$ cat src/rtl/sp_frame_scheduler.sv
// ============================================================================
// Module   : sp_frame_scheduler
// Purpose  : Round-robin arbiter that feeds whole frames from one of several
//            serial sources into a shared serial-to-parallel converter.
// Revision : 1.0  initial release
// ============================================================================
`default_nettype none

module sp_frame_scheduler #(
  parameter int NUM_SRC         = 4,
  parameter int SERIAL_LENGTH   = 1,
  parameter int PARALLEL_LENGTH = 32,
  localparam int SRC_IDW        = (NUM_SRC > 1) ? $clog2(NUM_SRC) : 1
) (
  input  logic                                    clk,
  input  logic                                    rst_n,
  input  logic [NUM_SRC-1:0]                      src_en,
  input  logic [NUM_SRC-1:0]                      src_valid,
  input  logic [NUM_SRC-1:0][SERIAL_LENGTH*32-1:0] src_data,
  output logic [NUM_SRC-1:0]                      src_ready,
  input  logic                                    dst_hold,
  output logic                                    cv_ien,
  output logic [SERIAL_LENGTH*32-1:0]             cv_idata,
  output logic                                    cv_fct,
  input  logic                                    cv_oen,
  output logic [SRC_IDW-1:0]                      out_src_id,
  output logic                                    busy,
  output logic [NUM_SRC-1:0][15:0]                frame_cnt
);

  localparam int c_beats = PARALLEL_LENGTH / SERIAL_LENGTH;
  localparam int c_bcw   = (c_beats > 1) ? $clog2(c_beats) : 1;
  localparam logic [c_bcw-1:0]   c_last_beat = c_bcw'(c_beats - 1);
  localparam logic [SRC_IDW-1:0] c_last_src  = SRC_IDW'(NUM_SRC - 1);
  localparam logic [SRC_IDW:0]   c_num_src   = (SRC_IDW + 1)'(NUM_SRC);

  typedef enum logic [1:0] {
    S_IDLE     = 2'd0,
    S_XFER     = 2'd1,
    S_WAIT_OUT = 2'd2
  } state_t;

  state_t                    r_state;
  state_t                    w_state_nxt;
  logic [SRC_IDW-1:0]        r_grant;
  logic [SRC_IDW-1:0]        r_rr_ptr;
  logic [c_bcw-1:0]          r_beat_cnt;
  logic [NUM_SRC-1:0][15:0]  r_frame_cnt;

  logic [NUM_SRC-1:0]        w_elig;
  logic [SRC_IDW:0]          w_idx;
  logic [SRC_IDW-1:0]        w_pick;
  logic                      w_found;
  logic                      w_start;
  logic                      w_accept;
  logic                      w_last;
  logic                      w_done;

  assign w_elig = src_valid & src_en;

  // Scan upward from the round-robin pointer, wrapping modulo NUM_SRC.
  always_comb begin : p_rr_search
    w_found = 1'b0;
    w_pick  = '0;
    w_idx   = '0;
    for (int k = 0; k < NUM_SRC; k++) begin
      w_idx = {1'b0, r_rr_ptr} + (SRC_IDW + 1)'(k);
      if (w_idx >= c_num_src) begin
        w_idx = w_idx - c_num_src;
      end
      if (!w_found && w_elig[w_idx[SRC_IDW-1:0]]) begin
        w_found = 1'b1;
        w_pick  = w_idx[SRC_IDW-1:0];
      end
    end
  end

  always_ff @(posedge clk or negedge rst_n) begin : p_state_reg
    if (!rst_n) begin
      r_state <= S_IDLE;
    end else begin
      r_state <= w_state_nxt;
    end
  end

  always_comb begin : p_fsm
    w_state_nxt = r_state;
    src_ready   = '0;
    cv_ien      = 1'b0;
    w_start     = 1'b0;
    w_accept    = 1'b0;
    w_last      = 1'b0;
    w_done      = 1'b0;
    case (r_state)
      S_IDLE: begin
        if (w_found) begin
          w_start     = 1'b1;
          w_state_nxt = S_XFER;
        end
      end
      S_XFER: begin
        src_ready[r_grant] = 1'b1;
        cv_ien             = src_valid[r_grant];
        w_accept           = src_valid[r_grant];
        if (w_accept && (r_beat_cnt == c_last_beat)) begin
          w_last      = 1'b1;
          w_state_nxt = S_WAIT_OUT;
        end
      end
      S_WAIT_OUT: begin
        if (cv_oen) begin
          w_done      = 1'b1;
          w_state_nxt = S_IDLE;
        end
      end
      default: w_state_nxt = S_IDLE;
    endcase
  end

  // Grant is captured only on leaving IDLE, so the owner is locked for the frame.
  always_ff @(posedge clk or negedge rst_n) begin : p_datapath
    if (!rst_n) begin
      r_grant     <= '0;
      r_rr_ptr    <= '0;
      r_beat_cnt  <= '0;
      r_frame_cnt <= '0;
    end else begin
      if (w_start) begin
        r_grant    <= w_pick;
        r_beat_cnt <= '0;
      end
      if (w_accept) begin
        r_beat_cnt <= r_beat_cnt + 1'b1;
      end
      if (w_last) begin
        r_rr_ptr <= (r_grant == c_last_src) ? '0 : r_grant + 1'b1;
      end
      if (w_done) begin
        r_frame_cnt[r_grant] <= r_frame_cnt[r_grant] + 16'd1;
      end
    end
  end

  assign cv_idata   = src_data[r_grant];
  assign cv_fct     = dst_hold;
  assign busy       = (r_state != S_IDLE);
  assign out_src_id = r_grant;
  assign frame_cnt  = r_frame_cnt;

endmodule

`default_nettype wire

$ cat config.mk
export PLATFORM = sky130hd
export DESIGN_NAME = sp_frame_scheduler
export DESIGN_NICKNAME = d
export VERILOG_FILES = /design/src/rtl/sp_frame_scheduler.sv
export SDC_FILE = /design/constraint.sdc
export NUM_CORES = 1
export LEC_CHECK = 0
export BUFFER_PORTS_ARGS = -buffer_cell sky130_fd_sc_hd__buf_2
export CAP_MARGIN = 0
export CORE_AREA = 2 2 117 119
export CTS_BUF_LIST = sky130_fd_sc_hd__clkbuf_2 sky130_fd_sc_hd__clkbuf_4 sky130_fd_sc_hd__clkbuf_8
export DETAILED_ROUTE_END_ITERATION = 12
export DIE_AREA = 0 0 119 121
export GPL_TIMING_DRIVEN = 0
export RECOVER_POWER = 25
export SYNTH_ARGS = -nofsm -noshare
export SYNTH_HDL_FRONTEND = slang
export SYNTH_SLANG_ARGS = --single-unit
export TNS_END_PERCENT = 50
$ cat constraint.sdc
create_clock -name clk -period 4 [get_ports clk]
set_input_delay 1.2 -clock clk [delete_from_list [all_inputs] [get_ports clk]]
set_output_delay 1.2 -clock clk [all_outputs]
set_load 0.05 [all_outputs]
==> results.md <==
- Final worst path period share: 0.960
- Violated checks: capacitance limit, slew limit
- Reg clk slew, reported paths: 0.08 ns
- Cells after Synth: 384
- Post-synth top flop: dfrtp_1
- Worst Skew: 0.00848 ns
- R2R cell count: 9
- Psw: 871 µW
- Non-Filler Instances: 822
- YS warnings: 0
- Slew headroom: -0.0136
- CTS tree: done
- Die height: 121 µm
- H-tree lvl count: 3
- Worst path arrival time: 2.64 ns
- Sink Count: 75
- Die area: 0.0144 mm²
- GRT Util Overall: 0.238
- Clock Path Buffers: 2
- Slew @ Worst Pin: 1.52 ns
- Starting Density: 0.343
- Pint: 1.44 mW
- Critical path class: register to output port
- Seq/Total Area, Yosys: 0.418
- CP Launch Type: register
- Die W: 119 µm
- Clock share of power: 0.282
- I/O Buffers: 243
- DRT Pass-1 Iters: 6
- Netlist cell types: 42
- Status: finished with violations
- Vias: 4337
- Worst setup EP type: output port
- Layout fillers: 1270
- Setup TNS: 0 ns
- Total Power: 2.31 mW
- GP Congestion: 0.854
- Yosys reg bits: 75
- Area grow syn2layout: 37.2%
- Core area: 0.0131 mm²
- Overflow after GRT: 0
- Flop pwr share: 0.352
- Worst IR Drop VDD: 0.155 mV
- Placed Cells: 804
- FP Rows: 42
- DP HPWL: 13900 µm
- Setup Fix Bufs, Post-CTS: 0
- WHS Path Cells: 1
- Critical path required time: 2.80 ns
- DRC violations left: 0
- First-pass GRT wire length: 25300 µm
- Mapped Nets: 531
- Root Driver: clkbuf_8
- DRT iter0 DRCs: 177
- Final hold violation count: 0
- Vias per cell: 5.28
- NumNets Final: 786
- Max Cap Viol: 1
- Netlist Area Pre-Place: 0.00449 mm²
- CP Max Fanout: 10
- # hold bufs at CTS: 0
- Post-synth ARST share: 1.00
- Post-layout min period: 3.84 ns
- Post-detailed-route wirelength per cell: 20.9 µm
- Final Setup Violations: 0
- Post-synth EDFFs: 0
- Antenna viol nets, final: 0
- Antenna violations before repair: 3
- Max-slew violation count: 61
- Number of global-route vias before repair: 4344
- Hold/Removal Path Class: register to register
- Leak: 3.00 nW
- Max Fclk: 0.260 GHz
- Combinational share of power: 0.366
- Routed WL: 17200 µm
- RSZ-0062 raised after global routing: false
- Largest net degree at the start of global routing: 61
- Sw Ratio: 0.376
- Pwr dens: 376 mW/mm²
- Number of top-level pins: 245
- Clk_lat worst skew: 0.35 ns
- Mapped Avg Cell Area: 11.7 µm²
- TritonCTS buffer count: 9
- Ratio of cells with drive above 1 in the final layout: 0.506
[path summary, 6_finish.rpt]
kind / startpoint / endpoint / slack, ns
min in group asynchronous: rst_n / out_src_id[1]$_DFFE_PN0P_ / 0.94
max in group asynchronous: rst_n / frame_cnt[23]$_DFFE_PN0P_ / 1.07
min reg2reg: r_state[1]$_DFFE_PN0P_ / r_state[0]$_DFFE_PN0P_ / 0.48
max: out_src_id[1]$_DFFE_PN0P_ / cv_idata[21] / 0.16
max reg2reg: out_src_id[1]$_DFFE_PN0P_ / frame_cnt[0]$_DFFE_PN0P_ / 1.19
min: r_state[1]$_DFFE_PN0P_ / r_state[0]$_DFFE_PN0P_ / 0.48
[sequential cells by signal (all words and copies together) (netlist names)]
signal      flops
r_rr_ptr        2
out_src_id      2
r_beat_cnt      5
frame_cnt      64
r_state         2
[what timing repair did]
| action | CTS | global route |
|---|---|---|
| endpoints found under the hold margin | 0 | 0 |
| gates resized for setup | 0 | 2 |
| endpoints found under the setup margin | 0 | 2 |
[worst max-delay path, stage by stage, from the launching register on]
cell      delay (ns)
dfrtp_1         0.43
clkbuf_2        0.25
buf_4           0.26
buf_4           0.23
clkbuf_1        0.47
mux4_2          0.41
buf_2           0.23
[area by class of cell]
class	instances	area (µm²)	area share
clock inverters	6	90.1	0.0146
well taps	176	220	0.0358
clock buffers	10	131	0.0213
repair buffers	244	1220	0.198
diodes	2	5.00	0.000813
flip-flops and latches	75	1880	0.305
inverters	6	22.5	0.00366
plain buffers	25	143	0.0232
multi-input cells	278	2450	0.397
[kinds of logic after synthesis]
kind of cell / count (synthesis) / synth area share
adder cells (fa/ha/maj): 7 / 0.0195
AND/OR/NAND/NOR: 126 / 0.139
buffers and inverters: 31 / 0.0365
multiplexers: 54 / 0.266
flip-flops: 75 / 0.418
AO/OA/AOI/OAI: 77 / 0.0912
XOR/XNOR: 14 / 0.0290
[cells in the mapped netlist (all sizes together), types with 2 or more instances]
library cell,instances,area (µm²)
a21boi,2,15.0
and2,7,43.8
buf,9,80.1
clkbuf,16,61.3
dfrtp,75,1880
ha,7,87.6
inv,6,22.5
mux2,5,56.3
mux4,49,1140
nand2,84,315
nand3,9,62.6
nand4,5,52.6
nor2,7,26.3
nor3,3,15.0
nor4,5,71.3
o21ai,69,345
xnor2,11,104
xor2,3,26.3
[per-stage QoR]
stage	instance area, µm²	setup slack, ns	hold slack, ns	utilization
after CTS	6170	0.0680	0.486	0.472
after global placement	5920	0.426	0.462	0.453
after floorplan	4490	0.642	0.438	-
after global routing	6150	0.0230	0.490	0.470
final	6150	0.158	0.480	0.470
after detailed placement	5950	0.394	0.482	0.455
[cells in the final DEF, fill, tap and decap left out, types with 7 or more instances in the layout]
cell,n
clkbuf_8,9
xnor2_1,10
ha_1,7
mux4_2,40
nand3_1,7
dfrtp_1,75
buf_2,245
o21ai_1,17
mux4_1,9
nand2_1,84
o21ai_0,52
clkbuf_1,15
nor2_1,7
and2_1,7
[per-layer routing]
| layer | vias to the layer above | part of all wire | GRT usage |
|---|---|---|---|
| met5 | - | 0 | 0 |
| met4 | 0 | 0.042 | 0.106 |
| met3 | 40 | 0.083 | 0.0540 |
| met2 | 224 | 0.50 | 0.406 |
| met1 | 2132 | 0.37 | 0.288 |
| li1 | 1941 | - | - |
[power groups by stage]
stage	Combinational (mW)	Clock [mW]	Sequential [mW]
after floorplan	0.605	0	0.837
after global placement	0.842	0	0.827
after detailed placement	0.858	0	0.829
after CTS	0.859	0.661	0.814
after global routing	0.896	0.699	0.820
final	0.847	0.652	0.814
Note: power is estimated with default switching activity, not from simulation.
